$ cat config.mk
export PLATFORM = sky130hd
export DESIGN_NAME = div_sequencer
export DESIGN_NICKNAME = d
export VERILOG_FILES = /design/src/rtl/div_sequencer_pkg.sv /design/src/rtl/div_step.sv /design/src/rtl/div_sequencer.sv
export SDC_FILE = /design/constraint.sdc
export NUM_CORES = 1
export LEC_CHECK = 0
export CAP_MARGIN = 0
export CORE_MARGIN = 1.5
export CORE_UTILIZATION = 60
export DETAILED_ROUTE_END_ITERATION = 8
export GPL_ROUTABILITY_DRIVEN = 0
export MAX_ROUTING_LAYER = met4
export PLACE_DENSITY = 0.83
export SLEW_MARGIN = 5
export SYNTH_ARGS = -nofsm -noshare
export SYNTH_HDL_FRONTEND = slang
export SYNTH_SLANG_ARGS = --single-unit
$ cat constraint.sdc
create_clock -name clk -period 8.2 [get_ports clk]
set_input_delay 1.23 -clock clk [delete_from_list [all_inputs] [get_ports clk]]
set_output_delay 1.23 -clock clk [all_outputs]
set_load 0.01 [all_outputs]
$ cat src/rtl/div_sequencer_pkg.sv
// Shared constants and types for the RV32M divide sequencer.
// Op and state encodings are common to the FSM and its users.
package div_sequencer_pkg;

    localparam int DIV_XLEN  = 32;
    localparam int DIV_CNT_W = 6;

    typedef enum logic [1:0] {
        DIV_OP_DIV  = 2'd0,
        DIV_OP_DIVU = 2'd1,
        DIV_OP_REM  = 2'd2,
        DIV_OP_REMU = 2'd3
    } div_op_e;

    typedef enum logic [1:0] {
        DIV_ST_IDLE = 2'd0,
        DIV_ST_CALC = 2'd1,
        DIV_ST_FIN  = 2'd2
    } div_state_e;

    function automatic logic div_is_signed(input logic [1:0] op);
        return (op == DIV_OP_DIV) || (op == DIV_OP_REM);
    endfunction

endpackage

$ cat src/rtl/div_step.sv
// One radix-2 restoring divide iteration, purely combinational.
// The shifted partial remainder is one bit wider than XLEN.
module div_step #(
    parameter int XLEN = 32
) (
    input  logic [XLEN-1:0] rem,
    input  logic [XLEN-1:0] quot,
    input  logic [XLEN-1:0] divisor,
    output logic [XLEN-1:0] rem_next,
    output logic [XLEN-1:0] quot_next
);

    logic [XLEN:0] rem_sh;
    logic [XLEN:0] trial;
    logic          fits;

    // Shift {rem,quot} left, trial-subtract, keep result if no borrow.
    // rem < divisor on entry, so trial[XLEN] is exactly the borrow.
    always_comb begin
        rem_sh    = {rem, quot[XLEN-1]};
        trial     = rem_sh - {1'b0, divisor};
        fits      = ~trial[XLEN];
        rem_next  = fits ? trial[XLEN-1:0] : rem_sh[XLEN-1:0];
        quot_next = {quot[XLEN-2:0], fits};
    end

endmodule

$ cat src/rtl/div_sequencer.sv
// Multi-cycle DIV/DIVU/REM/REMU unit for the EX stage.
// Stalls the pipe while iterating; fast path for /0 and overflow.
module div_sequencer
    import div_sequencer_pkg::*;
#(
    parameter int XLEN  = DIV_XLEN,
    parameter int CNT_W = DIV_CNT_W
) (
    input  logic            clk,
    input  logic            rst_n,
    input  logic            start,
    input  logic            flush,
    input  logic [1:0]      div_op,
    input  logic [XLEN-1:0] rs1,
    input  logic [XLEN-1:0] rs2,
    output logic            stall_req,
    output logic            busy,
    output logic            done,
    output logic [XLEN-1:0] result
);

    localparam logic [XLEN-1:0] MIN_NEG = {1'b1, {(XLEN-1){1'b0}}};

    div_state_e state, state_nxt;

    logic [1:0]      op_q;
    logic            neg_q;
    logic            neg_r;
    logic [XLEN-1:0] rem_q;
    logic [XLEN-1:0] quot_q;
    logic [XLEN-1:0] dvsr_q;
    logic [XLEN-1:0] res_q;
    logic [CNT_W-1:0] cnt_q;

    logic [XLEN-1:0] rem_nxt;
    logic [XLEN-1:0] quot_nxt;

    logic            s_op;
    logic            s1;
    logic            s2;
    logic [XLEN-1:0] abs1;
    logic [XLEN-1:0] abs2;
    logic            div_zero;
    logic            ovf;
    logic            accept;
    logic            last;
    logic [XLEN-1:0] fin_val;

    div_step #(.XLEN(XLEN)) u_step (
        .rem       (rem_q),
        .quot      (quot_q),
        .divisor   (dvsr_q),
        .rem_next  (rem_nxt),
        .quot_next (quot_nxt)
    );

    // Operand conditioning and special-case detection at issue.
    always_comb begin
        s_op     = div_is_signed(div_op);
        s1       = s_op & rs1[XLEN-1];
        s2       = s_op & rs2[XLEN-1];
        abs1     = s1 ? -rs1 : rs1;
        abs2     = s2 ? -rs2 : rs2;
        div_zero = (rs2 == '0);
        ovf      = s_op & (rs1 == MIN_NEG) & (&rs2);
        accept   = (state == DIV_ST_IDLE) & start & ~flush;
        last     = (cnt_q == CNT_W'(XLEN-1));
    end

    // Select quotient or remainder and apply the sign fix-up.
    always_comb begin
        fin_val = quot_q;
        unique case (op_q)
            DIV_OP_DIV, DIV_OP_DIVU: fin_val = neg_q ? -quot_q : quot_q;
            DIV_OP_REM, DIV_OP_REMU: fin_val = neg_r ? -rem_q : rem_q;
            default:                 fin_val = quot_q;
        endcase
    end

    // State register.
    always_ff @(posedge clk or negedge rst_n) begin
        if (!rst_n) state <= DIV_ST_IDLE;
        else        state <= state_nxt;
    end

    // Next-state logic; flush overrides everything.
    always_comb begin
        state_nxt = state;
        unique case (state)
            DIV_ST_IDLE: begin
                if (accept)
                    state_nxt = (div_zero | ovf) ? DIV_ST_FIN : DIV_ST_CALC;
            end
            DIV_ST_CALC: if (last) state_nxt = DIV_ST_FIN;
            DIV_ST_FIN:  state_nxt = DIV_ST_IDLE;
            default:     state_nxt = DIV_ST_IDLE;
        endcase
        if (flush) state_nxt = DIV_ST_IDLE;
    end

    // Datapath: latch on issue, iterate in CALC, capture result in FIN.
    always_ff @(posedge clk or negedge rst_n) begin
        if (!rst_n) begin
            op_q   <= '0;
            neg_q  <= 1'b0;
            neg_r  <= 1'b0;
            rem_q  <= '0;
            quot_q <= '0;
            dvsr_q <= '0;
            res_q  <= '0;
            cnt_q  <= '0;
        end else begin
            unique case (state)
                DIV_ST_IDLE: begin
                    if (accept) begin
                        op_q   <= div_op;
                        dvsr_q <= abs2;
                        cnt_q  <= '0;
                        if (div_zero) begin
                            quot_q <= '1;
                            rem_q  <= rs1;
                            neg_q  <= 1'b0;
                            neg_r  <= 1'b0;
                        end else if (ovf) begin
                            quot_q <= MIN_NEG;
                            rem_q  <= '0;
                            neg_q  <= 1'b0;
                            neg_r  <= 1'b0;
                        end else begin
                            quot_q <= abs1;
                            rem_q  <= '0;
                            neg_q  <= s1 ^ s2;
                            neg_r  <= s1;
                        end
                    end
                end
                DIV_ST_CALC: begin
                    rem_q  <= rem_nxt;
                    quot_q <= quot_nxt;
                    cnt_q  <= cnt_q + 1'b1;
                end
                DIV_ST_FIN: res_q <= fin_val;
                default: ;
            endcase
        end
    end

    // Outputs: result is live in FIN and held afterwards.
    always_comb begin
        busy      = (state != DIV_ST_IDLE);
        done      = (state == DIV_ST_FIN);
        stall_req = accept | (state == DIV_ST_CALC);
        result    = done ? fin_val : res_q;
    end

endmodule

==> out/metrics.csv <==
stage,metric,value,unit
die,die_area,0.0185,sq mm
worst_hold_path,worstHoldEndpoint,dvsr_q[22]$_DFFE_PN0P_,
routing,drc,0,
sta,rsz0062_at_grt,false,
clock_tree,clk_path_buf_depth,2,
logic_synthesis,syn_area,0.0106,sq mm
run_status,status,"complete, no violations",
worst_hold_path,hp-class,register to register,
routing,routedWlPerCell,18.0,um
logic_synthesis,async_reset_ff_frac,1.00,
worst_hold_path,worst_hold_path.num_cells,2,
critical_path,r2r_start,rem_q[28]$_DFFE_PN0P_,
logic_synthesis,synth_fp_nets,1468,
global_routing,antenna_found_initial,0,
clock_tree,post_cts_resized,0,
sta,report.final.hold_viol_count,0,
layout,fin_area,0.0124,sq mm
logic_synthesis,ys_types,66,
critical_path,crit_fanout,5,
sta,relSlewSlack,0.281,
sta,final.setup.tns,0,ns
clock_tree,post_cts_buffers,0,
die,start_util,0.614,
critical_path,worstPathCellList,"nor4_1, nand4b_1, or3_1, or4_1, o21ai_0, xnor2_1, nor2_1, o31ai_1, clkdlybuf4s50_1",
layout,layout.nets,1525,
critical_path,required,6.97,ns
clock_tree,clk_pin_slew,0.06,ns
sta,report.final.slew_viol_count,0,
die,io_pins,105,
pwr,p_int,2220,uW
critical_path,crit_path_top_delay_cell,nor4_1,
pwr,clkPwrFrac,0.215,
routing,ant_nets,0,
job,cap_violations,0,
sta,fin_skew,0.00626,ns
routing,num_vias,10500,
pwr,ir_drop,0.000170,V
routing,viasPerCell,6.36,
critical_path,end_kind,output port,
logic_synthesis,yosys_register_bits,139,
sta,setup_viol,0,
critical_path,r2r_end,rem_q[0]$_DFFE_PN0P_,
clock_tree,cts_made_buffers,17,
clock_tree,htreeDepth,4,
sta,holdWs,0.474,ns
global_routing,grt_pass1_wl,48.6,mm
die,row_count,48,
critical_path,r2r_slack,4.49,ns
global_routing,grt_max_degree,74,
sta,worst_slew_pin_slew,1.07,ns
critical_path,worst-setup-path-type,register to output port,
pwr,leakagePower,0.00491,uW
critical_path,r2r_cells,9,
worst_hold_path,worstHoldStart,dvsr_q[22]$_DFFE_PN0P_,
placed_design,placed_area,0.0118,sq mm
logic_synthesis,avgSynthCellArea,7.81,sq um
pwr,p_sw_frac,0.439,
pwr,combPwrFrac,0.486,
logic_synthesis,yosysSeqAreaShare,0.328,
clock_tree,cts.sinks,139,
pwr,p_per_area,319,mW/mm^2
global_routing,grt_usage,0.340,
sta,min_period_over_period,0.645,
logic_synthesis,synth_ff_type,dfrtp_1,
critical_path,critPathLaunchType,register,
die,core-area,0.0173,sq mm
logic_synthesis,postSynthCellCount,1359,
routing,drt_wl_total,29.7,mm
layout,drive_above_1_share,0.0518,
global_routing,grt_pass1_vias,9690,
placed_design,port_buffers,104,
die,die_x,136,um
global_routing,overflow,0,
placed_design,place_hpwl,21.6,mm
routing,drtIter0Drc,1175,
pwr,p_seq_frac,0.299,
logic_synthesis,yosys_warnings,0,
critical_path,max_stage_delay,0.67,ns
layout,diodes,0,
clock_tree,cts_tree,built,
routing,drtPass1Iterations,7,
layout,final_util,0.717,
clock_tree,cts_root_buffer,clkbuf_16,
clock_tree,clock_latency,0.43,ns
layout,layout_commonest_cell,o21ai_0,
logic_synthesis,synth-edff-count,0,
layout,n_fill_cell,1393,
clock_tree,postCtsHoldBufs,0,
pwr,total_power,3960,uW
layout,most-common-layout-cells,"o21ai_0, nand2_1, dfrtp_1, clkdlybuf4s50_1, a21oi_1",
layout,area_delta_synth_final,16.8,%
pwr,switching_power,1740,uW
sta,final.min_clock_period,5.29,ns
die,die-height,136,um
sta,max_freq,189,MHz
critical_path,worstPathArrival,4.06,ns
[cells by family after synthesis]
kind of cell               Yosys count  synth area share
xor gates and xnor gates           148             0.122
buffers and inverters              128            0.0458
and+or+nand+nor                    465             0.209
muxes                                2           0.00189
AOI/OAI and AO/OA                  438             0.247
DFF                                139             0.328
adders and majority gates           39            0.0467
[power by group through the flow]
stage | Sequential [uW] | Combinational (uW) | Clock, uW
floorplan | 1070 | 1440 | 0
global placement | 1160 | 1810 | 0
detailed placement | 1170 | 1850 | 0
CTS | 1160 | 1890 | 851
global route | 1210 | 2130 | 886
finish | 1180 | 1920 | 850
[layer usage]
metal / wire length [um] / up-vias / track usage
li1: - / 5008 / -
met1: 12800 / 4868 / 0.440
met2: 13800 / 572 / 0.542
met3: 2280 / 77 / 0.0459
met4: 884 / 0 / 0.132
met5: 0 / - / -
[state kept, by name, summed over array words and instances (netlist names)]
| name | cells |
|---|---|
| res_q | 32 |
| neg_q | 1 |
| state | 2 |
| quot_q | 32 |
| rem_q | 32 |
| cnt_q | 6 |
| neg_r | 1 |
| dvsr_q | 32 |
| op_q | 1 |
[Yosys cell counts (all sizes together) (2+ instances only)]
| cell | number | share of area |
|---|---|---|
| o21ai | 214 | 0.10 |
| nand2 | 190 | 0.067 |
| dfrtp | 139 | 0.33 |
| a21oi | 94 | 0.044 |
| xnor2 | 84 | 0.069 |
| nand3 | 70 | 0.033 |
| nor2 | 69 | 0.024 |
| clkbuf | 65 | 0.023 |
| xor2 | 64 | 0.053 |
| inv | 49 | 0.017 |
| ha | 38 | 0.045 |
| o31ai | 32 | 0.023 |
| nor3 | 25 | 0.012 |
| nand4 | 20 | 0.012 |
| nand2b | 16 | 0.0094 |
| o41ai | 15 | 0.014 |
| or4 | 14 | 0.011 |
| nor4 | 13 | 0.0077 |
| or3 | 13 | 0.0082 |
| buf | 12 | 0.0048 |
| o211ai | 12 | 0.0085 |
| o221a | 12 | 0.013 |
| a211oi | 9 | 0.0064 |
| nor2b | 8 | 0.0047 |
| a31oi | 7 | 0.0041 |
| a22oi | 6 | 0.0042 |
| nand3b | 6 | 0.0042 |
| o21a | 6 | 0.0042 |
| a21o | 5 | 0.0035 |
| a21boi | 4 | 0.0028 |
| a221o | 4 | 0.0038 |
| and2 | 4 | 0.0024 |
| and3 | 3 | 0.0018 |
| nor4b | 3 | 0.0025 |
| o22ai | 3 | 0.0018 |
| or2 | 3 | 0.0018 |
| or4b | 3 | 0.0028 |
| a2111oi | 2 | 0.0016 |
| a311oi | 2 | 0.0016 |
| clkinv | 2 | 0.00071 |
| mux2i | 2 | 0.0019 |
| o2111ai | 2 | 0.0016 |
| o21bai | 2 | 0.0014 |
[worst max-delay path, delay by kind of cell (launching register included)]
kind	cells	cell delay (ns)
flip-flops	1	0.44
AO/OA/AOI/OAI	2	0.51
AND/OR/NAND/NOR	5	1.95
XOR/XNOR	1	0.14
buffers and inverters	1	0.59
[metrics by stage]
stage,worst slack (ns),std cells
2_1_floorplan,3.98,1359
6_report,2.91,1654
3_5_place_dp,3.31,1622
5_1_grt,2.63,1654
3_3_place_gp,3.43,1622
4_1_cts,2.91,1654
[cell type report]
cell class / count / area [sq um] / share of cell area
Clock buffer: 19 / 453 / 0.0365
Clock inverter: 13 / 196 / 0.0158
Inverter: 51 / 191 / 0.0154
Multi-Input combinational cell: 1092 / 6680 / 0.538
Sequential cell: 139 / 3480 / 0.280
Tap cell: 225 / 282 / 0.0227
Timing Repair Buffer: 115 / 1120 / 0.0907
[how the worst max path moves through the flow]
| stage | end | depth (start not counted) | start | slack [ns] |
|---|---|---|---|---|
| after floorplan | result[28] | 8 | quot_q[14]$_DFFE_PN0P_ | 3.98 |
| after global placement | result[28] | 9 | quot_q[14]$_DFFE_PN0P_ | 3.43 |
| after detailed placement | quot_q[11]$_DFFE_PN0P_ | 12 | rs2[1] | 3.31 |
| after CTS | result[28] | 9 | quot_q[4]$_DFFE_PN0P_ | 2.91 |
| after global routing | result[28] | 9 | quot_q[4]$_DFFE_PN0P_ | 2.63 |
| final | result[28] | 9 | quot_q[4]$_DFFE_PN0P_ | 2.91 |
(Power assumes the default switching activity.)
